===== config.mk =====
export PLATFORM = sky130hd
export DESIGN_NAME = vga_sync_pipeline
export DESIGN_NICKNAME = d
export VERILOG_FILES = /design/src/rtl/vga_pkg.sv /design/src/rtl/sync_window_decode.sv /design/src/rtl/vga_sync_pipeline.sv
export SDC_FILE = /design/constraint.sdc
export NUM_CORES = 1
export LEC_CHECK = 0
export CORE_MARGIN = 10
export CORE_UTILIZATION = 45
export DETAILED_ROUTE_END_ITERATION = 12
export PLACE_DENSITY = 0.94
export RECOVER_POWER = 50
export SLEW_MARGIN = 20
export SYNTH_ARGS = -nofsm -noshare
export SYNTH_HDL_FRONTEND = slang
export SYNTH_SLANG_ARGS = --single-unit

===== constraint.sdc =====
create_clock -name clk -period 3.7 [get_ports clk]
set_input_delay 0.925 -clock clk [delete_from_list [all_inputs] [get_ports clk]]
set_output_delay 0.925 -clock clk [all_outputs]
set_load 0.01 [all_outputs]

===== src/rtl/vga_pkg.sv =====
// Shared types and constants for the VGA sync/pixel pipeline:
// output mode encodings, the 24-bit pixel type and the colour-bar table.
package vga_pkg;

    typedef logic [23:0] rgb24;

    typedef enum logic [1:0] {
        MODE_CAM   = 2'd0,
        MODE_OVL   = 2'd1,
        MODE_BARS  = 2'd2,
        MODE_SOLID = 2'd3
    } mode_e;

    // White, yellow, cyan, green, magenta, red, blue, black
    localparam rgb24 BAR_COLORS [8] = '{
        24'hFFFFFF, 24'hFFFF00, 24'h00FFFF, 24'h00FF00,
        24'hFF00FF, 24'hFF0000, 24'h0000FF, 24'h000000
    };

endpackage


===== src/rtl/sync_window_decode.sv =====
// Inclusive scan-count window decode with optional wrap (START > END),
// driving a sync level of the configured polarity.
module sync_window_decode #(
    parameter int unsigned CW    = 13,
    parameter int unsigned START = 0,
    parameter int unsigned END   = 0,
    parameter bit          POL   = 1'b0
) (
    input  logic [CW-1:0] cnt,
    output logic          level
);

    localparam logic [CW-1:0] START_C = CW'(START);
    localparam logic [CW-1:0] END_C   = CW'(END);

    logic in_win;

    always_comb begin
        if (START_C <= END_C) begin
            in_win = (cnt >= START_C) && (cnt <= END_C);
        end else begin
            in_win = (cnt >= START_C) || (cnt <= END_C);
        end
        level = in_win ? POL : ~POL;
    end

endmodule


===== src/rtl/vga_sync_pipeline.sv =====
// Registered VGA sync/blank/RGB generation from camera scan counters, with a
// per-frame latched output mode, frame counter and delay-matched pipeline.
module vga_sync_pipeline
    import vga_pkg::*;
#(
    parameter int unsigned CW         = 13,
    parameter int unsigned HS_START   = 2,
    parameter int unsigned HS_END     = 97,
    parameter int unsigned VS_START   = 12,
    parameter int unsigned VS_END     = 13,
    parameter bit          HS_POL     = 1'b0,
    parameter bit          VS_POL     = 1'b0,
    parameter int unsigned PIPE_DEPTH = 2,
    parameter int unsigned BAR_SHIFT  = 7,
    parameter int unsigned FCW        = 16
) (
    input  logic           clk,
    input  logic           reset,
    input  logic           pix_en,
    input  logic           cam_valid,
    input  logic [CW-1:0]  cam_xcont,
    input  logic [CW-1:0]  cam_ycont,
    input  logic [1:0]     mode,
    input  logic [23:0]    solid_rgb,
    input  logic [23:0]    cam_rgb,
    input  logic           ovl_en,
    input  logic [23:0]    ovl_rgb,
    output logic           VGA_HS,
    output logic           VGA_VS,
    output logic           VGA_BLANK_N,
    output logic [7:0]     VGA_R,
    output logic [7:0]     VGA_G,
    output logic [7:0]     VGA_B,
    output logic [FCW-1:0] frame_count,
    output logic           frame_start
);

    typedef struct packed {
        logic hs;
        logic vs;
        logic blank_n;
        rgb24 rgb;
    } stage_t;

    localparam int unsigned SW = $bits(stage_t);
    localparam int unsigned PW = PIPE_DEPTH * SW;
    localparam stage_t STAGE_RST = '{hs: ~HS_POL, vs: ~VS_POL, blank_n: 1'b0, rgb: '0};

    logic           hs_lvl, vs_lvl, hs_act, vs_act, vs_rise;
    logic           vs_act_q, vs_act_d;
    mode_e          mode_q, mode_d, mode_eff;
    logic [FCW-1:0] frame_count_q, frame_count_d;
    logic           frame_start_q, frame_start_d;
    logic [PW-1:0]  pipe_q, pipe_d;
    logic [CW-1:0]  bar_full;
    logic [2:0]     bar_idx;
    rgb24           pix_rgb;
    stage_t         stage_in, stage_out;

    sync_window_decode #(.CW(CW), .START(HS_START), .END(HS_END), .POL(HS_POL)) u_hs_dec (
        .cnt   (cam_xcont),
        .level (hs_lvl)
    );

    sync_window_decode #(.CW(CW), .START(VS_START), .END(VS_END), .POL(VS_POL)) u_vs_dec (
        .cnt   (cam_ycont),
        .level (vs_lvl)
    );

    assign hs_act  = (hs_lvl == HS_POL);
    assign vs_act  = (vs_lvl == VS_POL);
    assign vs_rise = pix_en && vs_act && !vs_act_q;

    // The frame that starts on this pixel already uses the newly sampled mode.
    always_comb begin
        mode_eff = vs_rise ? mode_e'(mode) : mode_q;
        bar_full = cam_xcont >> BAR_SHIFT;
        bar_idx  = (bar_full > CW'(7)) ? 3'd7 : bar_full[2:0];
        pix_rgb  = '0;
        if (cam_valid) begin
            case (mode_eff)
                MODE_CAM:  pix_rgb = cam_rgb;
                MODE_OVL:  pix_rgb = ovl_en ? ovl_rgb : cam_rgb;
                MODE_BARS: pix_rgb = BAR_COLORS[bar_idx];
                default:   pix_rgb = solid_rgb;
            endcase
        end
        stage_in = '{hs: hs_lvl, vs: vs_lvl, blank_n: !hs_act && !vs_act && cam_valid,
                     rgb: pix_rgb};
    end

    always_comb begin
        vs_act_d      = vs_act_q;
        mode_d        = mode_q;
        frame_count_d = frame_count_q;
        frame_start_d = vs_rise;
        pipe_d        = pipe_q;
        if (pix_en) begin
            vs_act_d = vs_act;
            // Newest stage in the low slot; the oldest falls off the top.
            pipe_d   = PW'({pipe_q, stage_in});
        end
        if (vs_rise) begin
            mode_d        = mode_e'(mode);
            frame_count_d = frame_count_q + FCW'(1);
        end
    end

    always_ff @(posedge clk) begin
        if (reset) begin
            vs_act_q      <= 1'b0;
            mode_q        <= MODE_CAM;
            frame_count_q <= '0;
            frame_start_q <= 1'b0;
            pipe_q        <= {PIPE_DEPTH{STAGE_RST}};
        end else begin
            vs_act_q      <= vs_act_d;
            mode_q        <= mode_d;
            frame_count_q <= frame_count_d;
            frame_start_q <= frame_start_d;
            pipe_q        <= pipe_d;
        end
    end

    assign stage_out   = pipe_q[PW-1 -: SW];
    assign VGA_HS      = stage_out.hs;
    assign VGA_VS      = stage_out.vs;
    assign VGA_BLANK_N = stage_out.blank_n;
    assign VGA_R       = stage_out.rgb[23:16];
    assign VGA_G       = stage_out.rgb[15:8];
    assign VGA_B       = stage_out.rgb[7:0];
    assign frame_count = frame_count_q;
    assign frame_start = frame_start_q;

endmodule


==> out/results.ini <==
[timing]
rsz0062_at_grt = no
slew_headroom_pct = 31.2
finalSetupViolations = 0
period_needed_ns = 3.43
worst_slew_pin_slew_ns = 1.03
finalCritPeriodShare_pct = 92.7
drv_slew = 0
hold_viol = 0
max_freq_ghz = 0.291
fin_skew_ns = 0.0106

[grt]
grt_max_degree = 51
grt_pass1_wl_microns = 20400
antenna_found_initial = 0
grt_use_total_pct = 18.9
grt_pass1_vias = 3956
grt.overflow.total = 0

[detailed_routing]
ant_nets = 0
drc = 0
via_count = 3966
viasPerCell = 5.71
routed_wl_microns = 12500
drtPass1Iterations = 5
drt_iter0_drc = 263
wl_per_cell_microns = 18.0

[floorplanning]
die_area_sq_um = 12900
dieWidth_microns = 113
die_h_microns = 113
core_sq_um = 8590
ios = 149
start_util_pct = 45.7
num_rows = 34

[synth]
synth_cell_type_count = 41
synth_seq_area_share_pct = 37.7
avgSynthCellArea_sq_um = 8.51
yosys-top-cells-area = dfxtp_1 38%, mux2i_1 7.1%, mux2_2 5.4%, nor2_1 4.9%, nand3_1 4.7%
yosys.area.top_type = dfxtp_1
synthTopCellsByCount = 74 x dfxtp_1, 51 x nor2_1, 43 x nand2_1
synthFlopType = dfxtp_1
yosys_warnings = 0
synth_edf_count = 0
synth.most_common_cell = dfxtp_1
synthCells = 462
synth.ff_latch_count = 74
synthArstFlopShare_pct = 0
syn-cell-area_sq_um = 3930
synth_fp_nets = 568
synth_top_area_share_pct = 37.7

[clocking]
cts_made_buffers = 9
ctsHoldBuffers = 0
htreeDepth = 3
ctsResizeCount = 0
numClockSinks = 74
cts_tree = built
cts_setup_buffers = 0
path_clk_slew_ns = 0.08
clock_latency_ns = 0.34
ctsRootBufferMaster = clkbuf_8
clock_path_buffers = 2

[worst_setup_path]
path_max_fanout = 10
crit_type = input pin to register
cp_data_required_time_ns = 3.96
reg2reg_depth = 6
worstSetupEndpointType = register
cp-start-kind = input pin
crit_arrival_ns = 3.69

[placed_design]
place_congestion = 0.826
placed_cells = 678
portBuffers = 146
placed_cell_area_sq_um = 5410
hpwl_microns = 9270

[power_and_ir_drop]
power.density_nw_per_um2 = 331
peakVddDrop_uv = 146
p_leak_nw = 2.23

[min_path]
hold-path-cell-count = 1
min_path_type = register to register

[layout]
stdcell_area_sq_um = 5680
area_growth_pct = 44.5
layout-drive-gt1-share_pct = 11.4
nNetsFinal = 687
antennaDiodeCount = 0
layout.cells.non_filler = 694

[status]
status = finished clean

[job]
maxCapViolCount = 0

## power breakdown
group          internal, mW  leakage (nW)  total [mW]  switching (mW)
combinational         0.142          1.50       0.228          0.0855
sequential            0.812         0.600       0.822          0.0102
clock                 0.534         0.134       0.828           0.294
total                  1.49          2.23        1.88           0.390
## layout make-up
class	count	area, sq um
multi-input combinational	326	2130
inverter	3	11.3
sequential	74	1480
tap	108	135
clock inverter	5	125
clock buffer	11	141
timing repair buffer	167	1660
fill	675	2910
## registers in the layout, summed over array words and instances, names as in the netlist
signal and flops:
mode_q 2, pipe_q 54, vs_act_q 1, frame_count 16, frame_start 1
## per-layer routing
layer | wire (microns) | GRT usage (%) | share of wire, %
met5 | 0 | 0 | 0
met4 | 255 | 7.87 | 2.0
met3 | 1060 | 5.62 | 8.4
met2 | 6160 | 32.1 | 49
met1 | 5040 | 21.6 | 40
## layout by cell type, fill, tap and decap left out, drive strengths merged, types with 23 or more instances in the layout
master         count
nor4              24
nand2             43
a21oi             23
mux2i             28
o21ai             24
nand3             37
nor2              51
dlygate4sd3       32
dfxtp             74
clkdlybuf4s50    112
## worst max-delay path, stage by stage
cell,delay (ns)
clkdlybuf4s50_1,0.43
or4_1,0.62
buf_4,0.20
or4_1,0.56
buf_4,0.21
nor2_1,0.15
or4b_1,0.45
a21oi_1,0.15
## final timing paths
kind	endpoint	slack, ns	startpoint
setup / recovery	frame_count[15]	0.27	cam_ycont[10]
setup reg to reg	pipe_q[9]	1.42	vs_act_q
hold reg to reg	pipe_q[52]	0.47	pipe_q[52]
hold / removal	pipe_q[52]	0.47	pipe_q[52]
## logic make-up after synthesis
kind of cell               count (synthesis)  synth area share (%)
and+or+nand+nor                          192                  24.8
AOI/OAI and AO/OA                         76                  13.9
DFF                                       74                  37.7
buffers and inverters                     62                  8.50
muxes                                     47                  12.6
xor gates and xnor gates                  10                  2.23
adders and majority gates                  1                 0.318
## through the flow
stage | setup TNS [ns] | worst slack (ns) | utilization, % | total power [mW] | hold slack (ns)
after floorplan | 0 | 0.560 | - | 0.930 | 0.420
after global placement | 0 | 0.0499 | 63.0 | 1.06 | 0.444
after detailed placement | -0.0293 | -0.0293 | 63.0 | 1.07 | 0.449
after CTS | 0 | 0.292 | 66.1 | 1.90 | 0.474
after global routing | 0 | 0.212 | 66.1 | 1.95 | 0.495
final | 0 | 0.269 | 66.1 | 1.88 | 0.472
Note: power is estimated with default switching activity, not from simulation.
